## config.mk

```make
export PLATFORM = sky130hd
export DESIGN_NAME = pc_gen
export DESIGN_NICKNAME = d
export VERILOG_FILES = /design/src/rtl/pc_pkg.sv /design/src/rtl/pc_next_mux.sv /design/src/rtl/pc_gen.sv
export SDC_FILE = /design/constraint.sdc
export NUM_CORES = 1
export LEC_CHECK = 0
export CAP_MARGIN = 15
export CELL_PAD_IN_SITES_DETAIL_PLACEMENT = 1
export CELL_PAD_IN_SITES_GLOBAL_PLACEMENT = 1
export CORE_ASPECT_RATIO = 1.25
export CORE_MARGIN = 2
export CORE_UTILIZATION = 31
export DETAILED_ROUTE_END_ITERATION = 10
export GPL_TIMING_DRIVEN = 0
export PLACE_DENSITY = 0.87
export SLEW_MARGIN = 20
export SYNTH_ARGS = -nofsm -noshare
export SYNTH_HDL_FRONTEND = slang
export SYNTH_SLANG_ARGS = --single-unit
```

## constraint.sdc

```tcl
create_clock -name clk -period 3.65 [get_ports clk]
set_input_delay 0.5475 -clock clk [delete_from_list [all_inputs] [get_ports clk]]
set_output_delay 0.5475 -clock clk [all_outputs]
set_load 0.01 [all_outputs]
```

## src/rtl/pc_pkg.sv

```systemverilog
// Shared types and helpers for the fetch-stage program-counter generator.
package pc_pkg;

  typedef enum logic [1:0] {
    ST_BOOT,
    ST_RUN,
    ST_HALTED
  } pc_state_e;

  typedef enum logic [2:0] {
    SEL_TRAP,
    SEL_REDIR,
    SEL_MISALIGN_TRAP,
    SEL_SEQ,
    SEL_HOLD
  } pc_sel_e;

  // Only the two lowest address bits matter for the legal alignments (2 or 4 bytes).
  function automatic logic pc_aligned(input logic [1:0] addr_lo, input int unsigned ialign);
    if (ialign == 2) return (addr_lo[0] == 1'b0);
    return (addr_lo == 2'b00);
  endfunction

endpackage

```

## src/rtl/pc_next_mux.sv

```systemverilog
// Combinational next-PC priority select for the RUN state: trap, redirect,
// misaligned redirect (vectored to the trap handler), halt, sequential, hold.
module pc_next_mux
  import pc_pkg::*;
#(
  parameter int XLEN   = 32,
  parameter int IALIGN = 4
) (
  input  logic [XLEN-1:0] pc_i,
  input  logic            pc_valid_i,
  input  logic            pc_ready_i,
  input  logic            stall_i,
  input  logic            redirect_valid_i,
  input  logic [XLEN-1:0] redirect_pc_i,
  input  logic            trap_valid_i,
  input  logic [XLEN-1:0] trap_vec_i,
  input  logic            halt_req_i,
  output logic [XLEN-1:0] pc_next_o,
  output pc_sel_e         sel_o,
  output logic            halt_o
);

  logic [XLEN-1:0] trap_al;
  assign trap_al = trap_vec_i & ~XLEN'(IALIGN - 1);

  // A halt that collides with a flush loses this cycle and is re-evaluated next edge.
  always_comb begin
    pc_next_o = pc_i;
    sel_o     = SEL_HOLD;
    halt_o    = 1'b0;
    if (trap_valid_i) begin
      pc_next_o = trap_al;
      sel_o     = SEL_TRAP;
    end else if (redirect_valid_i) begin
      if (pc_aligned(redirect_pc_i[1:0], IALIGN)) begin
        pc_next_o = redirect_pc_i;
        sel_o     = SEL_REDIR;
      end else begin
        pc_next_o = trap_al;
        sel_o     = SEL_MISALIGN_TRAP;
      end
    end else if (halt_req_i) begin
      halt_o = 1'b1;
    end else if (pc_valid_i && pc_ready_i && !stall_i) begin
      pc_next_o = pc_i + XLEN'(IALIGN);
      sel_o     = SEL_SEQ;
    end
  end

endmodule

```

## src/rtl/pc_gen.sv

```systemverilog
// Fetch-stage program counter: boot sequencing, fetch handshake, stall hold,
// branch/trap redirect with misalignment check and debug halt/resume.
module pc_gen
  import pc_pkg::*;
#(
  parameter int              XLEN      = 32,
  parameter logic [XLEN-1:0] RESET_VEC = '0,
  parameter int              IALIGN    = 4
) (
  input  logic            clk,
  input  logic            rst,
  input  logic            stall,
  input  logic            redirect_valid,
  input  logic [XLEN-1:0] redirect_pc,
  input  logic            trap_valid,
  input  logic [XLEN-1:0] trap_vec,
  input  logic            halt_req,
  input  logic            resume,
  output logic [XLEN-1:0] pc,
  output logic            pc_valid,
  input  logic            pc_ready,
  output logic            misalign,
  output logic            halted
);

  pc_state_e       state_q;
  logic [XLEN-1:0] pc_q;
  logic [XLEN-1:0] pc_d;
  logic            pc_valid_q;
  logic            misalign_q;
  logic            halted_q;
  pc_sel_e         sel;
  logic            halt_go;

  pc_next_mux #(
    .XLEN  (XLEN),
    .IALIGN(IALIGN)
  ) u_next (
    .pc_i            (pc_q),
    .pc_valid_i      (pc_valid_q),
    .pc_ready_i      (pc_ready),
    .stall_i         (stall),
    .redirect_valid_i(redirect_valid),
    .redirect_pc_i   (redirect_pc),
    .trap_valid_i    (trap_valid),
    .trap_vec_i      (trap_vec),
    .halt_req_i      (halt_req),
    .pc_next_o       (pc_d),
    .sel_o           (sel),
    .halt_o          (halt_go)
  );

  always_ff @(posedge clk) begin
    if (!rst) begin
      state_q    <= ST_BOOT;
      pc_q       <= RESET_VEC;
      pc_valid_q <= 1'b0;
      misalign_q <= 1'b0;
      halted_q   <= 1'b0;
    end else begin
      misalign_q <= 1'b0;
      case (state_q)
        ST_BOOT: begin
          state_q    <= ST_RUN;
          pc_valid_q <= 1'b1;
        end
        ST_RUN: begin
          pc_q       <= pc_d;
          misalign_q <= (sel == SEL_MISALIGN_TRAP);
          if (halt_go) begin
            state_q    <= ST_HALTED;
            pc_valid_q <= 1'b0;
            halted_q   <= 1'b1;
          end
        end
        ST_HALTED: begin
          // Resume wins over a debugger PC write in the same cycle.
          if (resume) begin
            state_q    <= ST_RUN;
            pc_valid_q <= 1'b1;
            halted_q   <= 1'b0;
          end else if (redirect_valid) begin
            if (pc_aligned(redirect_pc[1:0], IALIGN)) pc_q <= redirect_pc;
            else misalign_q <= 1'b1;
          end
        end
        default: state_q <= ST_BOOT;
      endcase
    end
  end

  assign pc       = pc_q;
  assign pc_valid = pc_valid_q;
  assign misalign = misalign_q;
  assign halted   = halted_q;

endmodule

```

==> summary.md <==
| Metric | Value |
|---|---|
| Status | `complete, no violations` |
| Critical path arrival | `3.11 ns` |
| GPL Wtd Cong | `0.932` |
| Worst-Skew Late Latency | `0.30 ns` |
| CTS tree | `built` |
| Maximum fanout along the worst path | `10` |
| Row count | `38` |
| Drt total wl | `12400 µm` |
| Total GRT Usage | `26.0%` |
| Avg WL per Cell | `21.1 µm` |
| ANT cells | `0` |
| VDD IR max | `299 µV` |
| Synth warn | `0` |
| Vias per cell | `5.98` |
| Fin area | `0.00409 mm²` |
| First-pass GRT wire length | `19500 µm` |
| Worst Hold Class | `flop to flop` |
| Post-synth ARST share | `0%` |
| Post-place setup slack | `0.542 ns` |
| Largest net degree at the start of global routing | `13` |
| Port bufs | `104` |
| Number of DRC markers in iteration 0 | `210` |
| CTS Root Cell | `clkbuf_8` |
| PwrDens | `676 mW/mm²` |
| Layout area overhead | `47.9%` |
| WS Path Type | `input port to flop` |
| Post-CTS setup buffer count | `0` |
| CTS Hold Bufs | `0` |
| Fin Clk Skew | `0.0106 ns` |
| Final hold vios | `0` |
| Die area | `0.00971 mm²` |
| Die H | `110 µm` |
| Clk buf depth | `2` |
| CTS clk-pin slew, worst paths | `0.09 ns` |
| Tightest Pin Transition | `0.941 ns` |
| Tcrit/Tclk final | `79.2%` |
| Number of global-route vias before repair | `3840` |
| Worst EP required | `3.86 ns` |
| Synth cell types | `66` |
| Non-filler instance count after layout | `589` |
| Layout cells sized above 1 | `8.53%` |
| CTS resizes | `0` |
| Slew headroom | `37.2%` |
| Flops & latches, synth | `37` |
| Post-Syn Instances | `357` |
| HPWL after DPL | `9310 µm` |
| Placed Instances | `581` |
| Crit start category | `input port` |
| # clock sinks | `37` |
| Post-synthesis cell area | `0.00277 mm²` |
| Layout Nets | `546` |
| Most common cell after layout, fill and taps aside | `clkdlybuf4s50_1` |
| Leakage power | `1.40 nW` |
| Avg Cell Area, Syn | `7.76 µm²` |
| First-pass iteration count of the detailed router | `4` |
| EDFF count, synth | `0` |
| Post-route minimum period | `2.89 ns` |
| Starting Density | `31.8%` |
| Syn Nets | `435` |
| TNS Setup | `0 ns` |
| Maximum clock rate | `346 MHz` |
| RSZ-0062 raised after global routing | `no` |
| Core area | `0.00870 mm²` |
| DRC | `0` |
| Final ANT Viol Nets | `0` |
| GRT Residual Overflow | `0` |
| Core Util, Final | `47.1%` |
| Crit end category | `flop` |
| Ports | `107` |
| Main synth FF type | `dfxtp_1` |
| Inserted Clock Buffers | `5` |
| Most frequent cells in the layout | `clkdlybuf4s50_1, dfxtp_1, nor2_1, o21ai_0, nand2_1` |
| Sequential area share after synthesis | `26.8%` |
| Fin. max-slew vios | `0` |
| # setup viols final | `0` |
| Final WS setup | `0.759 ns` |
| Via count | `3525` |
| Post-DP Area | `0.00396 mm²` |
| Htree depth | `2` |
| Max_cap viols | `0` |
| Initial antenna violation count | `0` |
| Die W | `88.5 µm` |
==> through the flow <==
step / hold slack, ns / power, mW
3_5_place_dp: 0.418 / 2.30
2_1_floorplan: 0.453 / 1.58
6_report: 0.429 / 2.77
5_1_grt: 0.462 / 2.93
4_1_cts: 0.432 / 2.75
3_3_place_gp: 0.418 / 2.24
==> kinds of logic (layout without fill, tap and decap cells) <==
group / after synthesis / in the layout / share of synthesized area [%]
compound gates: 131 / 131 / 33.8
xor+xnor: 4 / 4 / 1.27
fa+ha+maj: 6 / 6 / 2.71
buf+inv: 33 / 145 / 5.87
flops: 37 / 37 / 26.8
mux: 2 / 2 / 0.723
simple gates: 144 / 144 / 28.8
==> worst max-delay path, cell delays in order <==
cell,delay (ns)
clkdlybuf4s50_1,0.62
o21ai_0,0.22
a21oi_1,0.79
buf_2,0.40
a22o_1,0.20
o21ai_0,0.13
a21oi_1,0.19
==> worst paths after layout <==
check | startpoint | end | slack, ns | cells past startpoint
setup / recovery | redirect_valid | pc[23]$_SDFFE_PN0P_ | 0.76 | 7
setup reg to reg | state_q[0]$_SDFFE_PN0P_ | pc[23]$_SDFFE_PN0P_ | 1.13 | 7
hold / removal | pc[0]$_SDFFE_PN0P_ | pc[0]$_SDFFE_PN0P_ | 0.43 | 2
hold reg to reg | pc[0]$_SDFFE_PN0P_ | pc[0]$_SDFFE_PN0P_ | 0.43 | 2
==> synthesized netlist by cell type (3+ instances only) <==
cell / number / area [µm²]
a211oi_1: 4 / 30.0
a21oi_1: 20 / 100
a221oi_1: 14 / 123
a222oi_1: 3 / 30.0
a22o_1: 5 / 43.8
a22oi_1: 8 / 60.1
a31oi_1: 4 / 25.0
and3_1: 3 / 18.8
and4_1: 3 / 26.3
buf_2: 12 / 60.1
clkbuf_1: 8 / 30.0
dfxtp_1: 37 / 741
ha_1: 6 / 75.1
inv_1: 8 / 30.0
nand2_1: 28 / 105
nand3_1: 17 / 85.1
nand4_1: 10 / 62.6
nor2_1: 36 / 135
nor3_1: 12 / 60.1
nor4_1: 8 / 50.1
o211ai_1: 7 / 52.6
o21a_1: 8 / 60.1
o21ai_0: 29 / 145
o22ai_1: 3 / 18.8
or2_2: 4 / 25.0
or3_1: 4 / 25.0
xnor2_1: 4 / 35.0
==> per-layer routing <==
metal,routed length (µm),global-route usage (%),up-vias
li1,-,-,1608
met1,4830,29.5,1703
met2,6180,46.5,173
met3,939,5.33,41
met4,458,11.5,0
met5,0,0,-
==> sequential cells by signal, indices dropped and copies added, names as in the netlist <==
signal and flops:
halted 1, misalign 1, pc 32, pc_valid 1, state_q 2
==> power by group <==
| group | internal (mW) | leakage [nW] | switching, mW | total (mW) |
|---|---|---|---|---|
| Clock | 0.272 | 0.0681 | 0.178 | 0.450 |
| Sequential | 0.555 | 0.303 | 0.239 | 0.794 |
| Combinational | 0.702 | 1.02 | 0.822 | 1.52 |
| Total | 1.53 | 1.40 | 1.24 | 2.77 |
==> cell type report <==
| cell class | instances | area [µm²] |
|---|---|---|
| timing repair buffer | 104 | 1040 |
| sequential | 37 | 741 |
| multi-input combinational | 287 | 1870 |
| clock inverter | 3 | 65.1 |
| tap | 120 | 150 |
| inverter | 8 | 30.0 |
| fill | 1066 | 4610 |
| buffer | 25 | 133 |
| clock buffer | 5 | 68.8 |
Note: power is estimated with default switching activity, not from simulation.
